## src/rtl/cop_issue_wb.sv

```systemverilog
// Issue/writeback stage for the custom-instruction coprocessor port: one CUSTOM_0..3 op in flight, 1-entry result buffer.
// Latency: accept at N, request on the coprocessor bus at N+1, zero-wait result visible on wb_* at N+2.
// Backpressure: req_ready only while idle; a full, undrained result buffer holds the request in place via cop_rdywr.
module cop_issue_wb #(
   parameter int TIMEOUT = 255,
   parameter int TO_W    = 8
) (
   input  logic        cop_clk,
   input  logic        cop_rst,
   input  logic        req_valid,
   output logic        req_ready,
   input  logic [31:0] req_insn,
   input  logic [63:0] req_rs1,
   input  logic [63:0] req_rs2,
   output logic        cop_valid,
   output logic [31:0] cop_insn,
   output logic [63:0] cop_rs1,
   output logic [63:0] cop_rs2,
   output logic        cop_rdywr,
   input  logic        cop_ready,
   input  logic        cop_wait,
   input  logic        cop_wr,
   input  logic [63:0] cop_rd,
   output logic        wb_valid,
   input  logic        wb_ready,
   output logic [4:0]  wb_idx,
   output logic [63:0] wb_data,
   output logic        unclaimed,
   output logic        timeout,
   output logic        busy
);

   localparam logic [1:0] ST_IDLE  = 2'd0;
   localparam logic [1:0] ST_ISSUE = 2'd1;
   localparam logic [1:0] ST_WAIT  = 2'd2;

   localparam logic [TO_W-1:0] TO_LIM  = TO_W'(TIMEOUT);
   localparam logic [TO_W-1:0] CNT_MAX = {TO_W{1'b1}};
   localparam logic [TO_W-1:0] CNT_ONE = TO_W'(1);

   logic [1:0]      state;
   logic [1:0]      state_nxt;
   logic [TO_W-1:0] wait_cnt;

   logic is_custom;
   logic in_flight;
   logic expire;
   logic complete;
   logic capture;
   logic drain;
   logic no_claim;

   // The four CUSTOM_0..3 major opcodes are the only ones routed to the coprocessor.
   assign is_custom = (req_insn[6:0] == 7'b0001011) || (req_insn[6:0] == 7'b0101011) ||
                      (req_insn[6:0] == 7'b1011011) || (req_insn[6:0] == 7'b1111011);

   assign in_flight = (state == ST_ISSUE) || (state == ST_WAIT);
   assign req_ready = (state == ST_IDLE);
   assign cop_valid = in_flight;
   assign busy      = (state != ST_IDLE);

   // A drain in the same cycle frees the slot, so capture and drain can overlap.
   assign drain     = wb_valid & wb_ready;
   assign cop_rdywr = ~wb_valid | wb_ready;

   // cop_wait outranks cop_wr; the write completes only when both sides can take it.
   assign expire   = (state == ST_WAIT) && cop_wait && (wait_cnt == TO_LIM);
   assign complete = in_flight && !cop_wait && cop_wr && cop_ready && cop_rdywr;
   // Results aimed at x0 are dropped without touching the buffer.
   assign capture  = complete && (cop_insn[11:7] != 5'd0);
   assign no_claim = (req_ready && req_valid && !is_custom) ||
                     (in_flight && !cop_wait && !cop_wr);

   // Next-state selection for the request handshake.
   always_comb begin
      state_nxt = state;
      case (state)
         ST_IDLE: begin
            if (req_valid && is_custom) begin
               state_nxt = ST_ISSUE;
            end
         end
         ST_ISSUE, ST_WAIT: begin
            if (cop_wait) begin
               state_nxt = expire ? ST_IDLE : ST_WAIT;
            end else if (cop_wr) begin
               state_nxt = complete ? ST_IDLE : state;
            end else begin
               state_nxt = ST_IDLE;
            end
         end
         default: state_nxt = ST_IDLE;
      endcase
   end

   // State register plus the one-cycle status pulses derived from this cycle's decision.
   always_ff @(posedge cop_clk or negedge cop_rst) begin
      if (!cop_rst) begin
         state     <= ST_IDLE;
         unclaimed <= 1'b0;
         timeout   <= 1'b0;
      end else begin
         state     <= state_nxt;
         unclaimed <= no_claim;
         timeout   <= expire;
      end
   end

   // Wait counter: first stall cycle loads 1, later stall cycles count up and stick at all-ones.
   always_ff @(posedge cop_clk or negedge cop_rst) begin
      if (!cop_rst) begin
         wait_cnt <= '0;
      end else if ((state == ST_ISSUE) && cop_wait) begin
         wait_cnt <= CNT_ONE;
      end else if ((state == ST_WAIT) && cop_wait && !expire && (wait_cnt != CNT_MAX)) begin
         wait_cnt <= wait_cnt + CNT_ONE;
      end
   end

   // Request operands are captured on acceptance and stay frozen while the op is in flight.
   always_ff @(posedge cop_clk or negedge cop_rst) begin
      if (!cop_rst) begin
         cop_insn <= '0;
         cop_rs1  <= '0;
         cop_rs2  <= '0;
      end else if (req_ready && req_valid && is_custom) begin
         cop_insn <= req_insn;
         cop_rs1  <= req_rs1;
         cop_rs2  <= req_rs2;
      end
   end

   // Single-entry result buffer; a capture wins over a simultaneous drain.
   always_ff @(posedge cop_clk or negedge cop_rst) begin
      if (!cop_rst) begin
         wb_valid <= 1'b0;
         wb_idx   <= '0;
         wb_data  <= '0;
      end else if (capture) begin
         wb_valid <= 1'b1;
         wb_idx   <= cop_insn[11:7];
         wb_data  <= cop_rd;
      end else if (drain) begin
         wb_valid <= 1'b0;
      end
   end

endmodule
```

## config.mk

```make
export PLATFORM = sky130hd
export DESIGN_NAME = cop_issue_wb
export DESIGN_NICKNAME = d
export VERILOG_FILES = /design/src/rtl/cop_issue_wb.sv
export SDC_FILE = /design/constraint.sdc
export NUM_CORES = 1
export LEC_CHECK = 0
export BUFFER_PORTS_ARGS = -buffer_cell sky130_fd_sc_hd__buf_2
export CAP_MARGIN = 10
export CELL_PAD_IN_SITES_DETAIL_PLACEMENT = 1
export CELL_PAD_IN_SITES_GLOBAL_PLACEMENT = 1
export CORE_AREA = 2 2 179 181
export CTS_CLUSTER_SIZE = 25
export DETAILED_ROUTE_END_ITERATION = 12
export DIE_AREA = 0 0 181 183
export PLACE_DENSITY = 0.74
export RECOVER_POWER = 50
export SLEW_MARGIN = 15
export SYNTH_ARGS = -nofsm -noshare
export SYNTH_HDL_FRONTEND = slang
export SYNTH_SLANG_ARGS = --single-unit
```

## constraint.sdc

```tcl
create_clock -name cop_clk -period 4.1 [get_ports cop_clk]
set_input_delay 0.205 -clock cop_clk [delete_from_list [all_inputs] [get_ports cop_clk]]
set_output_delay 0.205 -clock cop_clk [all_outputs]
set_load 0.05 [all_outputs]
```

Word-level counts from Yosys, hierarchy flattened --
Index checks and enable logic that the tools add are counted.
Storage, ports and cells: bits in registers 242, output and inout port bits 236
Cells by class: add/sub/neg operators 1, equality and inequality tests 10, mux-type cells 10, bitwise logic cells 3, reductions and logical operators 31
Operators with widths (count):
- 8-bit 2-to-1 mux | 2
- 1-bit logical AND | 15
- 7-bit equality test, second input constant | 2
- 2-bit 2-to-1 mux | 5
- 8-bit by 1-bit adder with 8-bit output, second input constant | 1
- 8-bit equality test, second input constant | 1
- 8-bit != test, second input constant | 1
- 7-bit by 4-bit equality test with 1-bit output, second input constant | 1
- 7-bit by 6-bit equality test with 1-bit output, second input constant | 1
- 2-bit nonzero test | 3
- 1-bit logical OR | 5
- 5-bit nonzero test | 1
- 1-bit logical NOT | 4
- 4-bit != test, second input constant | 1
- 2-bit case mux with 2 select lines | 1
- 2-bit by 1-bit equality test with 1-bit output, second input constant | 1
- 2-bit equality test, second input constant | 1
- 2-bit logical NOT | 1
- 1-bit 2-to-1 mux | 2
- 2-bit by 1-bit != test with 1-bit output, second input constant | 1
- 2-bit AND reduction | 1
- 2-bit OR reduction | 1
- 1-bit bitwise AND | 1
- 1-bit inverter | 1
- 1-bit OR | 1

Logic depth before layout (Yosys ltp) --
word-level depth 10, mapped depth 8, depth with buffers taken out 6

Least setup slack after synthesis --
Ideal clock, no wire load.
path type flip-flop to flip-flop, from register state[0], to register wb_data[10], arrival time 2.235 ns, path slack 1.739 ns, stages on the path, launching flop included 9, buffers on the path 2, clock period less this slack 2.361 ns, cell sequence dfrtp_1 > inv_1 > ha_1 > nand3b_1 > nor3b_1 > o21a_1 > buf_6 > buf_12 > mux2_4
Between the ends: longest elaborated chain between the ends 7, elaborated cells between the ends (all ways) 8, classes of those cells 2 x eq/ne; 6 x reduce/logical
Ends and longest elaborated chain:
- from (decl) | RTL line 41 | logic [1:0] state;
- from (signal assigned) | RTL line 103 | state <= state_nxt;
- 2-bit by 1-bit equality test with 1-bit output or 2-bit equality test (tied branches) | RTL line 57 | assign in_flight = (state == ST_ISSUE) || (state == ST_WAIT);
- 1-bit logical OR * | RTL line 57
- net cop_valid | RTL line 15 | output logic cop_valid,
- 1-bit logical AND * (4 in a row) | RTL line 68 | assign complete = in_flight && !cop_wait && cop_wr && cop_ready && cop_rdywr;
- 1-bit logical AND * | RTL line 70 | assign capture = complete && (cop_insn[11:7] != 5'd0);
- to (signal assigned) | RTL line 142 | wb_data <= cop_rd;
- to (decl) | RTL line 27 | output logic [63:0] wb_data,
The timed path passes the listed nets; every way through them passes the cells marked *. A chain may end at the register's enable or synchronous reset.

==> flow_metrics.py <==
metrics = {
    "run_status": {
        "outcome": "finished, violations left",
        "violated_checks": "capacitance limit, slew limit",
    },
    "synthesis": {
        "yosys_warnings": 0,
        "synth-edff-count": 0,
        "number_of_register_bits_inferred_by_synthesis": 242,
        "yosys-top-cells-area": "dfrtp_1 64%, mux2_2 20%, mux2_4 9.5%",
        "netlist_instances": 564,
        "yosysMostFrequentCell": "dfrtp_1",
        "synth_nets": 799,
        "synth_top_flop_cell": "dfrtp_1",
        "synth_area_leader_cell": "dfrtp_1",
        "synth_sequential_area_ratio_pct": 63.7,
        "synth.distinct_cells": 42,
        "post_synth_most_frequent_cells": "242 x dfrtp_1, 165 x mux2_2, 60 x mux2_4",
        "syn-cell-area_um2": 9510,
        "synth_area_per_cell_um2": 16.9,
        "async_reset_ff_share_pct": 100,
        "synth_top_area_share_pct": 63.7,
    },
    "clock_tree": {
        "tritoncts": "yes",
        "cts_inserted_buffers": 29,
        "clock_tree.htree_level_count": 1,
        "cts.sinks": 242,
        "root_buffer": "clkbuf_16",
        "clock_latency_ns": 0.54,
        "post_cts.repair.setup_buffers": 0,
        "cts.reportedPaths.clkPinSlew_ns": 0.06,
        "clock_path_buffers": 3,
    },
    "die": {
        "initial_utilization_pct": 30.4,
        "ios": 467,
        "die-height_um": 183,
        "total_die_area_um2": 33100,
        "core_area_um2": 31200,
        "floorplan.rows": 65,
        "die_w_um": 181,
    },
    "place": {
        "hpwlAfterDp_um": 20900,
        "buffer_ports.inserted": 466,
        "numPlacedInstances": 1412,
        "place_ws_ns": 1.30,
        "place.gp.congestion": 0.765,
    },
    "layout": {
        "final_layout_size_suffix_gt1_share_pct": 40.3,
        "area_growth_pct": 59.3,
        "finish.cell_count_without_fillers": 1692,
        "fillCellCount": 3391,
        "design.final.nets": 1502,
        "post-route-util_pct": 48.5,
    },
    "setup_path": {
        "setup.worst_path.start": "cop_rst",
        "cp_max_fo": 103,
        "crit_path_end_kind": "async pin",
        "worst_reg_to_reg_setup_slack_ns": 1.31,
        "start_kind": "primary input",
        "critical_path.reg2reg.startpoint": "state[0]$_DFFE_PN0P_",
        "cp_data_required_time_ns": 4.73,
        "critical_path_arrival_ns": 3.45,
        "worstSetupPathType": "primary input to async pin",
    },
    "detailed_routing": {
        "detail-route-antenna-nets": 0,
        "route.detailed.wl_per_inst_um": 21.3,
        "drt_wl_total_um": 36000,
        "via_per_inst": 4.50,
        "route.detailed.drc": 0,
        "drt_first_pass_iters": 4,
        "drt-initial-drc-count": 254,
        "detailroute.via_count": 7612,
    },
    "timing": {
        "fmax_mhz": 355,
        "post-route-worst-setup-slack_ns": 1.28,
        "share_of_the_clock_period_used_by_the_worst_path_after_layout_pct": 68.8,
        "slew_violations": 103,
        "setup_viol_count_final": 0,
        "fin_tns_setup_ns": 0,
        "slew_headroom_pct": -79.3,
        "rsz0062_at_grt": "false",
        "layout_min_cycle_time_ns": 2.82,
        "tightest_slew_ns": 2.69,
        "finalHoldViolations": 0,
        "fin_worst_skew_ns": 0.0104,
    },
    "grt": {
        "met2_usage_pct": 39.2,
        "grt-busiest-layer": "met2",
        "wire_length_of_the_first_global_routing_pass_um": 54700,
        "overall_overflow_remaining_after_global_route": 0,
        "grt_pass1_vias": 8905,
        "fraction_of_met1_tracks_used_by_global_routing_pct": 23.5,
        "antenna_found_initial": 2,
        "grtUsageTotal_pct": 21.3,
        "grt_start_max_net_pins": 104,
        "grt_use_met3_pct": 5.92,
    },
    "pwr": {
        "p_leak_uw": 0.00713,
        "finalPower_uw": 11700,
        "max-vdd-ir-drop_mv": 0.517,
        "power_density_nw_per_um2": 772,
    },
    "job": {
        "cap_violations": 1,
    },
    "hold_path": {
        "hold_start": "req_valid",
        "hold_class": "primary input to register",
    },
}
==> layer usage <==
layer	routed length (um)	part of all wire, %	vias to the layer above
li1	-	-	3400
met1	13100	37	3786
met2	18800	52	342
met3	2560	7.1	84
met4	1470	4.1	0
met5	0	0	-
==> cells in the final DEF (no fill, tap or decap), drive strengths merged, types with 2 or more instances in the layout <==
| cell | Yosys | final |
|---|---|---|
| inv | 6 | 7 |
| nor2 | 7 | 7 |
| dfrtp | 242 | 242 |
| dlygate4sd3 | 0 | 226 |
| o31ai | 2 | 2 |
| buf | 23 | 241 |
| or4 | 3 | 3 |
| and2 | 2 | 2 |
| nand2 | 9 | 9 |
| xnor2 | 4 | 4 |
| nand3 | 3 | 3 |
| ha | 4 | 4 |
| a21oi | 4 | 4 |
| clkbuf | 3 | 270 |
| clkinvlp | 0 | 2 |
| clkinv | 0 | 8 |
| bufinv | 0 | 2 |
| diode | 0 | 2 |
| mux2 | 225 | 225 |
| o21ai | 3 | 3 |
| nand2b | 5 | 5 |
==> worst max-delay path: stages <==
cell	delay [ns]
dlygate4sd3_1	0.53
clkbuf_2	1.84
buf_4	0.75
==> report_power, final <==
group | switching [uW] | total, uW | internal [uW] | leakage [uW]
sequential | 558 | 3770 | 3210 | 0.00315
combinational | 4000 | 5340 | 1340 | 0.00350
clock | 1050 | 2580 | 1530 | 0.000471
total | 5600 | 11700 | 6090 | 0.00713
==> state kept, by name (all words and copies together) (netlist names) <==
name       count
cop_insn      32
cop_rs1       64
cop_rs2       64
state          2
timeout        1
unclaimed      1
wait_cnt       8
wb_data       64
wb_idx         5
wb_valid       1
==> cell families after synthesis <==
logic type | after synthesis | share of synthesized area (%)
mux | 226 | 29.1
compound gates | 17 | 1.20
simple gates | 38 | 2.22
xor+xnor | 5 | 0.461
flops | 242 | 63.7
fa+ha+maj | 4 | 0.526
buf+inv | 32 | 2.76
==> stage by stage <==
| step | instance area, um^2 | hold slack, ns |
|---|---|---|
| finish | 15100 | 0.272 |
| floorplan | 9510 | -0.0906 |
| detailed placement | 12200 | 0.312 |
| global placement | 12200 | 0.313 |
| global route | 15100 | 0.278 |
| CTS | 15400 | 0.138 |
==> final timing paths <==
check / cells past startpoint / endpoint
max reg2reg: 7 / wb_data[21]$_DFFE_PN0P_
min: 4 / state[0]$_DFFE_PN0P_
min reg2reg: 1 / cop_insn[3]$_DFFE_PN0P_
min in group asynchronous: 2 / wb_data[17]$_DFFE_PN0P_
max in group cop_clk: 7 / wb_data[21]$_DFFE_PN0P_
max: 3 / cop_insn[14]$_DFFE_PN0P_
==> final cells by class <==
class | instances | area, um^2 | area share, %
Clock inverter | 13 | 130 | 0.859
Timing Repair Buffer | 698 | 4400 | 29.1
Sequential cell | 242 | 6060 | 40.0
Antenna cell | 2 | 5.00 | 0.0331
Tap cell | 402 | 503 | 3.32
Multi-Input combinational cell | 290 | 3200 | 21.1
Inverter | 6 | 22.5 | 0.149
Clock buffer | 39 | 823 | 5.44
==> repair_timing <==
| action | CTS | global route |
|---|---|---|
| hold buffers | 226 | 0 |
| resized for setup | 0 | 0 |
| endpoints found under the hold margin | 325 | 0 |
(Power assumes the default switching activity.)
